--- src/rtl/demux8_rr_dispatch_pkg.sv ---
// Shared constants, FSM state type and select decode for the 1:8 round-robin dispatcher.
package demux8_pkg;

  localparam int NCH  = 8;
  localparam int SELW = 3;

  typedef enum logic [0:0] {
    IDLE = 1'b0,
    HOLD = 1'b1
  } state_t;

  function automatic logic [NCH-1:0] onehot8(input logic [SELW-1:0] s);
    logic [NCH-1:0] v;
    v = {{(NCH-1){1'b0}}, 1'b1} << s;
    return v;
  endfunction

endpackage

--- src/rtl/demux8_rr_dispatch_rr_pick8.sv ---
// Combinational round-robin picker: first set mask bit at or after ptr, modulo 8.
module rr_pick8
  import demux8_pkg::*;
(
  input  logic [SELW-1:0] ptr,
  input  logic [NCH-1:0]  mask,
  output logic [SELW-1:0] grant,
  output logic            any
);

  logic [2*NCH-1:0] dbl_s;
  logic [NCH-1:0]   rot_s;
  logic [SELW-1:0]  enc_s;

  // Rotate so ptr lands on bit 0, take the lowest set bit, then rotate the index back.
  always_comb begin
    dbl_s = {mask, mask} >> ptr;
    rot_s = dbl_s[NCH-1:0];
    enc_s = 3'd0;
    for (int i = NCH - 1; i >= 0; i--) begin
      if (rot_s[i]) begin
        enc_s = 3'(i);
      end else begin
        enc_s = enc_s;
      end
    end
    grant = enc_s + ptr;
    any   = |mask;
  end

endmodule

--- src/rtl/demux8_rr_dispatch.sv ---
// Round-robin dispatcher owning the select and one-hot enable of a 1:8 demux stage.
module demux8_rr_dispatch
  import demux8_pkg::*;
#(
  parameter int DW = 8
) (
  input  logic            clk,
  input  logic            rst_n,
  input  logic            in_valid,
  output logic            in_ready,
  input  logic [DW-1:0]   in_data,
  input  logic [NCH-1:0]  ch_en,
  input  logic [NCH-1:0]  sink_ready,
  output logic [NCH-1:0]  out_valid,
  output logic [DW-1:0]   out_data,
  output logic [SELW-1:0] sel,
  output logic            stall
);

  state_t          state_r;
  logic [SELW-1:0] ptr_r;
  logic [SELW-1:0] sel_r;
  logic [DW-1:0]   data_r;
  logic [NCH-1:0]  ov_r;

  logic            xfer_s;
  logic            accept_s;
  logic [SELW-1:0] ptr_post_s;
  logic [SELW-1:0] grant_s;
  logic            any_s;

  // The grant search starts from the pointer as it will be after this cycle's transfer,
  // so a word accepted while the previous one drains goes to the next channel in turn.
  assign xfer_s     = (state_r == HOLD) && sink_ready[sel_r];
  assign ptr_post_s = xfer_s ? (sel_r + 3'd1) : ptr_r;

  rr_pick8 u_pick (
    .ptr   (ptr_post_s),
    .mask  (ch_en),
    .grant (grant_s),
    .any   (any_s)
  );

  assign in_ready = ((state_r == IDLE) || sink_ready[sel_r]) && any_s;
  assign accept_s = in_valid && in_ready;
  assign stall    = in_valid && !any_s;

  // FSM with held word, select, one-hot valid and round-robin pointer.
  always_ff @(posedge clk or negedge rst_n) begin
    if (!rst_n) begin
      state_r <= IDLE;
      ptr_r   <= 3'd0;
      sel_r   <= 3'd0;
      data_r  <= '0;
      ov_r    <= 8'h00;
    end else begin
      ptr_r <= ptr_post_s;
      case (state_r)
        IDLE, HOLD: begin
          if (accept_s) begin
            state_r <= HOLD;
            sel_r   <= grant_s;
            data_r  <= in_data;
            ov_r    <= onehot8(grant_s);
          end else if (xfer_s) begin
            state_r <= IDLE;
            ov_r    <= 8'h00;
          end else begin
            state_r <= state_r;
          end
        end
        default: begin
          state_r <= IDLE;
          ov_r    <= 8'h00;
        end
      endcase
    end
  end

  assign sel       = sel_r;
  assign out_data  = data_r;
  assign out_valid = ov_r;

endmodule

--- config.mk ---
export PLATFORM = sky130hd
export DESIGN_NAME = demux8_rr_dispatch
export DESIGN_NICKNAME = d
export VERILOG_FILES = /design/src/rtl/demux8_rr_dispatch_pkg.sv /design/src/rtl/demux8_rr_dispatch_rr_pick8.sv /design/src/rtl/demux8_rr_dispatch.sv
export SDC_FILE = /design/constraint.sdc
export NUM_CORES = 1
export LEC_CHECK = 0
export CAP_MARGIN = 0
export CORE_MARGIN = 3
export CORE_UTILIZATION = 45
export DETAILED_ROUTE_END_ITERATION = 10
export PLACE_DENSITY_LB_ADDON = 0.12
export SYNTH_ARGS = -nofsm -noshare
export SYNTH_HDL_FRONTEND = slang
export SYNTH_SLANG_ARGS = --single-unit
--- constraint.sdc ---
create_clock -name clk -period 4.5 [get_ports clk]
set_clock_uncertainty 0.15 [all_clocks]
set_input_delay 0.675 -clock clk [delete_from_list [all_inputs] [get_ports clk]]
set_output_delay 0.675 -clock clk [all_outputs]
set_load 0.03 [all_outputs]
Word-level counts from Yosys, hierarchy flattened
Index checks and enable logic that the tools add are counted.

word-level totals
  register bits after elaboration = 23
  bits in latches = 0
  RAM bits = 0
  ROM bits = 0
  bits of input ports = 27
  output and inout port bits = 21
  word-level logic and storage cells = 34
  memories kept = 0

cells by class
  add/subtract/negate cells = 2
  $mul = 0
  div/mod/pow operators = 0
  $lt $le $gt $ge = 1
  eq/ne operators = 0
  shift operators = 2
  multiplexer cells = 15
  bitwise gates (word level) = 1
  reductions and logical operators = 8

operators with widths
  cell                                                                   count
  3-bit 2-to-1 mux                                                       9
  8-bit 2-to-1 mux                                                       2
  16-bit by 3-bit >> shifter with 8-bit output                           1
  8-bit OR reduction                                                     1
  1-bit by 3-bit << shifter with 8-bit output (first input constant)     1
  1-bit logical AND                                                      4
  3-bit by 4-bit < comparator with 1-bit output (second input constant)  1
  3-bit by 1-bit adder with 3-bit output (second input constant)         1
  3-bit adder                                                            1
  1-bit binary-select mux with 3-bit select                              1
  1-bit 2-to-1 mux                                                       3
  2-bit nonzero test                                                     1
  1-bit logical NOT                                                      1
  1-bit logical OR                                                       1
  1-bit NOT                                                              1

Longest topological paths before layout
  word-level depth = 16
  gate-level depth with buffers = 17
  gate-level depth less buffers = 14

Hierarchy
A second synthesis with hierarchy kept.

unflattened totals
  cell total of the unflattened synthesis = 120
  area total of the unflattened synthesis = 1535.2 sq um

modules (own cells, without submodules)
  module              instances  cells each  area an instance (sq um)  sequential area each (sq um)
  demux8_rr_dispatch  1          70          1016.0                    575.6
  rr_pick8            1          50          519.2                     0.0

Worst setup path after synthesis
OpenSTA, ideal clock, no wires.

  path kind = register to register
  from = reg sel_r[0], in the netlist sel[0]
  to = reg ov_r[0], in the netlist out_valid[0]
  library setup time = 131 ps
  data arrival time = 4101 ps
  data required time = 4219 ps
  setup slack = 118 ps
  cell stages (with the launch flop) = 17
  path buffers = 2
  period minus slack after synthesis = 4382 ps
  path through = dfrtp_1 buf_6 mux2_4 o22ai_1 nor4_2 or2_1 buf_6 inv_4 mux2_2 mux2i_1 a211o_1 a31oi_1 or3b_2 fa_1 xnor2_1 xor2_1 o31ai_1

on the way
  cells in the longest elaborated chain, start to end = 16
  elaborated cells between the ends (all ways) = 21
  classes of those cells = add/sub (2); shift (2); mux (12); reduce/logical (5)

RTL lines
  element                                          RTL line                           source
  from (decl)                                      demux8_rr_dispatch.sv:22           logic [SELW-1:0] sel_r;
  from (signal assigned)                           demux8_rr_dispatch.sv:62           sel_r <= grant_s;
  1-bit binary-select mux with 3-bit select        demux8_rr_dispatch.sv:34           assign xfer_s = (state_r == HOLD) && sink_ready[sel_r];
  1-bit 2-to-1 mux (implied by the code)           demux8_rr_dispatch.sv:34
  1-bit logical AND                                demux8_rr_dispatch.sv:34
  3-bit 2-to-1 mux (*)                             demux8_rr_dispatch.sv:35           assign ptr_post_s = xfer_s ? (sel_r + 3'd1) : ptr_r;
  via ptr_post_s[2]                                demux8_rr_dispatch.sv:28           logic [SELW-1:0] ptr_post_s;
  16-bit by 3-bit >> shifter with 8-bit output     demux8_rr_dispatch_rr_pick8.sv:17  dbl_s = {mask, mask} >> ptr;
  3-bit 2-to-1 mux (8 in series)                   demux8_rr_dispatch_rr_pick8.sv:21  if (rot_s[i]) begin
  3-bit adder (*)                                  demux8_rr_dispatch_rr_pick8.sv:27  grant = enc_s + ptr;
  1-bit by 3-bit << shifter with 8-bit output (*)  demux8_rr_dispatch_pkg.sv:14       v = {{(NCH-1){1'b0}}, 1'b1} << s;
  8-bit 2-to-1 mux (*)                             demux8_rr_dispatch.sv:60           if (accept_s) begin
  to (signal assigned)                             demux8_rr_dispatch.sv:64           ov_r <= onehot8(grant_s);
  to (decl)                                        demux8_rr_dispatch.sv:24           logic [NCH-1:0] ov_r;

Mark *: on every way through the listed nets, which the timed path passes. The rest lies on a longest branch. The select of a mux whose other input is x is not followed.
A chain may end at the register's enable or synchronous reset.

Final worst setup path
  from = in sink_ready[3]
  to = reg ov_r[2], in the netlist out_valid[2]

on the way
  cells in the longest elaborated chain, start to end = 16
  elaborated cells between the ends (all ways) = 20
  classes of those cells = add/sub (1); shift (2); mux (12); reduce/logical (5)

RTL lines
  element                                        RTL line                                            source
  from (decl)                                    demux8_rr_dispatch.sv:13                            input logic [NCH-1:0] sink_ready,
  1-bit binary-select mux with 3-bit select (*)  demux8_rr_dispatch.sv:34, demux8_rr_dispatch.sv:44
  1-bit 2-to-1 mux (implied by the code) (*)     demux8_rr_dispatch.sv:34, demux8_rr_dispatch.sv:44
  1-bit logical AND                              demux8_rr_dispatch.sv:34
  3-bit 2-to-1 mux                               demux8_rr_dispatch.sv:35
  16-bit by 3-bit >> shifter with 8-bit output   demux8_rr_dispatch_rr_pick8.sv:17
  3-bit 2-to-1 mux (8 in series)                 demux8_rr_dispatch_rr_pick8.sv:21
  3-bit adder                                    demux8_rr_dispatch_rr_pick8.sv:27
  1-bit by 3-bit << shifter with 8-bit output    demux8_rr_dispatch_pkg.sv:14
  8-bit 2-to-1 mux                               demux8_rr_dispatch.sv:60

Mark *: on every way between the ends. The rest lies on a longest branch, timed or not. The select of a mux whose other input is x is not followed.

==> flow_summary_export.csv <==
group,metric,value,unit
outcome,outcome,"completed",
layout,nets,361,
worst_setup_path,worst-path-buf-inv,3,
worst_setup_path,cp.required,4.52,ns
drt,post_drt_wl_per_cell,15.80,µm
worst_setup_path,cp-start-kind,"primary input",
drt,remaining_drc_errors,0,
layout,area_growth,61.76,%
clock_tree,tritoncts,"done",
timing,fin_crit_sh,0.9690,
drt,drt-initial-drc-count,149,
timing,finalSetupViolations,0,
layout,antenna_cells,0,
floorplan,die_area,0.005127,mm²
floorplan,die_w,71.61,µm
clock_tree,cts_buffer_depth,2,
layout,fillers,304,
yosys,syn_nets,259,
yosys,syn-cell-area,0.001937,mm²
yosys,ys_ff_latch,23,
yosys,yosysMostFrequentCell,"nand2_1",
worst_setup_path,cp_cell_sequence,"clkdlybuf4s50_1 -> mux2i_1 -> a22o_1 -> nor4_2 -> or2_4 -> buf_4 -> mux2_2 -> nor2_1 -> a211o_1 -> a31oi_1 -> or3b_4 -> fa_2 -> xnor2_2 -> buf_4 -> xor2_2 -> o31ai_1",
yosys,ys_async_sr_fraction,1.000,
worst_setup_path,path_delay_family,"simple AND/OR/NAND/NOR gates",
floorplan,ios,48,
drt,ant_nets,0,
layout,post-route-util,0.7667,
timing,hold-worst-slack,0.3235,ns
yosys,synth_edf_count,0,
place,place_hpwl,4.478,mm
worst_setup_path,cp-end-kind,"register",
global_route,antenna_found_initial,0,
layout,seq_area,575.6,µm²
yosys,yosysTopAreaCellShare,0.2972,
global_route,grt_max_degree,24,
worst_setup_path,crit_arrival,4.38,ns
floorplan,core_area,0.004086,mm²
yosys,yosysWarningCount,0,
yosys,synthFlopType,"dfrtp_1",
layout,multiInputGateArea,0.001458,mm²
worst_setup_path,cp_common_cell,"buf_4",
yosys,postSynthAreaPerCell,8.421,µm²
yosys,synth.area.top_cells,"dfrtp_1 (30%), nand2_1 (13%), o31ai_1 (3.5%)",
worst_setup_path,cp_slowest_cell,"clkdlybuf4s50_1",
drt,via_count,2196,
yosys,ys_types,64,
yosys,synth_commonest_cells,"nand2_1 (69), dfrtp_1 (23), a31oi_1 (9), o31ai_1 (9)",
worst_setup_path,path_max_fanout,5,
timing,tns,0,ns
timing,final-max-slew-violation-count,0,
place,portBuffers,47,
timing,max_slew_margin,0.3361,
floorplan,num_rows,23,
clock_tree,numCtsBuffers,3,
place,gp_congestion,0.9051,
worst_setup_path,crit_type,"in2reg",
global_route,grt_pass1_wl,10.10,mm
worst_hold_path,hold_class,"reg2reg",
global_route,grt_use_total,0.2386,
clock_tree,clkTransAtPathRegs,0.08,ns
yosys,synth_top_cell_by_area,"dfrtp_1",
drt,wl,6.018,mm
floorplan,dieHeight,71.61,µm
timing,finalHoldViolCount,0,
global_route,grt_overflow,0,
timing,max_freq,229.3,MHz
timing,fin_crit,4.360,ns
clock_tree,cts_root_buf,"clkbuf_8",
floorplan,start_util,0.4740,
layout,drive_above_1_share,0.3414,
yosys,ys_seq_area_frac,0.2972,
clock_tree,h-tree-depth,1,
clock_tree,cts_sinks,23,
timing,worst_pin_slew,0.9928,ns
clock_tree,insertion_delay,0.26,ns
drt,vias_per_cell,5.764,
flow_run,drv_cap,0,
worst_setup_path,slowest_delay,0.45,ns
global_route,grt_pass1_vias,2174,
drt,firstDrtPassIters,5,
yosys,synthCells,230,
==> registers in the layout, summed over array words and instances (netlist names) <==
| signal | flops |
|---|---|
| sel | 3 |
| state_r | 1 |
| ptr_r | 3 |
| out_data | 8 |
| out_valid | 8 |
==> stage by stage <==
| step | std cells | setup WS [ns] | cell area, µm² |
|---|---|---|---|
| global placement | 373 | -0.4397 | 2834 |
| detailed placement | 373 | -0.5720 | 2834 |
| global route | 381 | -0.006182 | 3133 |
| CTS | 379 | 0.05480 | 3008 |
| floorplan | 230 | 0.1177 | 1937 |
| finish | 381 | 0.1396 | 3133 |
==> layer usage <==
metal	track usage	share of wire	vias up
li1	-	-	1062
met1	0.3239	0.45	1045
met2	0.4041	0.48	81
met3	0.03927	0.058	8
met4	0.04384	0.013	0
met5	0	0	-
==> placed cells by master (no fill, tap or decap), types with 2 or more instances in the layout <==
| cell | count |
|---|---|
| a311oi_1 | 2 |
| o31ai_1 | 6 |
| a2111oi_2 | 2 |
| mux2_4 | 4 |
| nor2_1 | 5 |
| dfrtp_1 | 23 |
| o211ai_1 | 2 |
| a31oi_1 | 8 |
| a21oi_1 | 2 |
| inv_1 | 6 |
| clkbuf_8 | 3 |
| nor4_1 | 4 |
| nand2_1 | 69 |
| mux2i_1 | 4 |
| a2bb2o_4 | 2 |
| o21ai_1 | 3 |
| clkinv_1 | 2 |
| nand3_1 | 5 |
| o31ai_2 | 3 |
| mux2i_2 | 2 |
| nand4_1 | 3 |
| a311oi_2 | 3 |
| mux2_1 | 2 |
| clkdlybuf4s50_1 | 47 |
| mux2_2 | 2 |
| a311oi_4 | 2 |
| o21ai_0 | 3 |
| and3_1 | 2 |
| a2bb2oi_2 | 2 |
| a2111oi_4 | 4 |
| buf_4 | 64 |
==> final timing paths <==
path,start,end,slack [ns],cells after the start
min in group asynchronous,rst_n,out_valid[4],0.80,1
worst max register to register,sel[0],out_valid[2],0.39,16
worst min-delay path,out_data[7],out_data[7],0.32,2
worst max-delay path,sink_ready[3],out_valid[2],0.14,16
worst min register to register,out_data[7],out_data[7],0.32,2
max in group asynchronous,rst_n,out_data[7],2.79,1
==> kinds of logic after synthesis <==
| group | Yosys count | synth area share |
|---|---|---|
| muxes | 16 | 0.1001 |
| adders and majority gates | 2 | 0.01680 |
| buffers and inverters | 24 | 0.06524 |
| and+or+nand+nor | 98 | 0.2319 |
| AOI/OAI and AO/OA | 63 | 0.2707 |
| xor gates and xnor gates | 4 | 0.01809 |
| DFF | 23 | 0.2972 |
==> worst min-delay path: stages (launching register included) <==
cell     delay [ns]
dfrtp_1        0.34
nand2_1        0.05
nand2_1        0.05
==> cell type report <==
cell class | instances | share of cell area
Clock inverter | 1 | 0.001597
Timing Repair Buffer | 111 | 0.3035
Inverter | 10 | 0.01278
Tap cell | 50 | 0.01997
Multi-Input combinational cell | 183 | 0.4653
Clock buffer | 3 | 0.01318
Sequential cell | 23 | 0.1837
==> timing repair <==
item / 4_1_cts / 5_1_grt
resized for setup: 23 / 17
setup buffers: 2 / 2
hold buffers: 0 / 0
endpoints found under the setup margin: 9 / 9
gates cloned: 0 / 0
pin swaps: 0 / 4
Power is not shown: default switching activity piles up to over one toggle a cycle in this logic, so the estimate is an artifact.
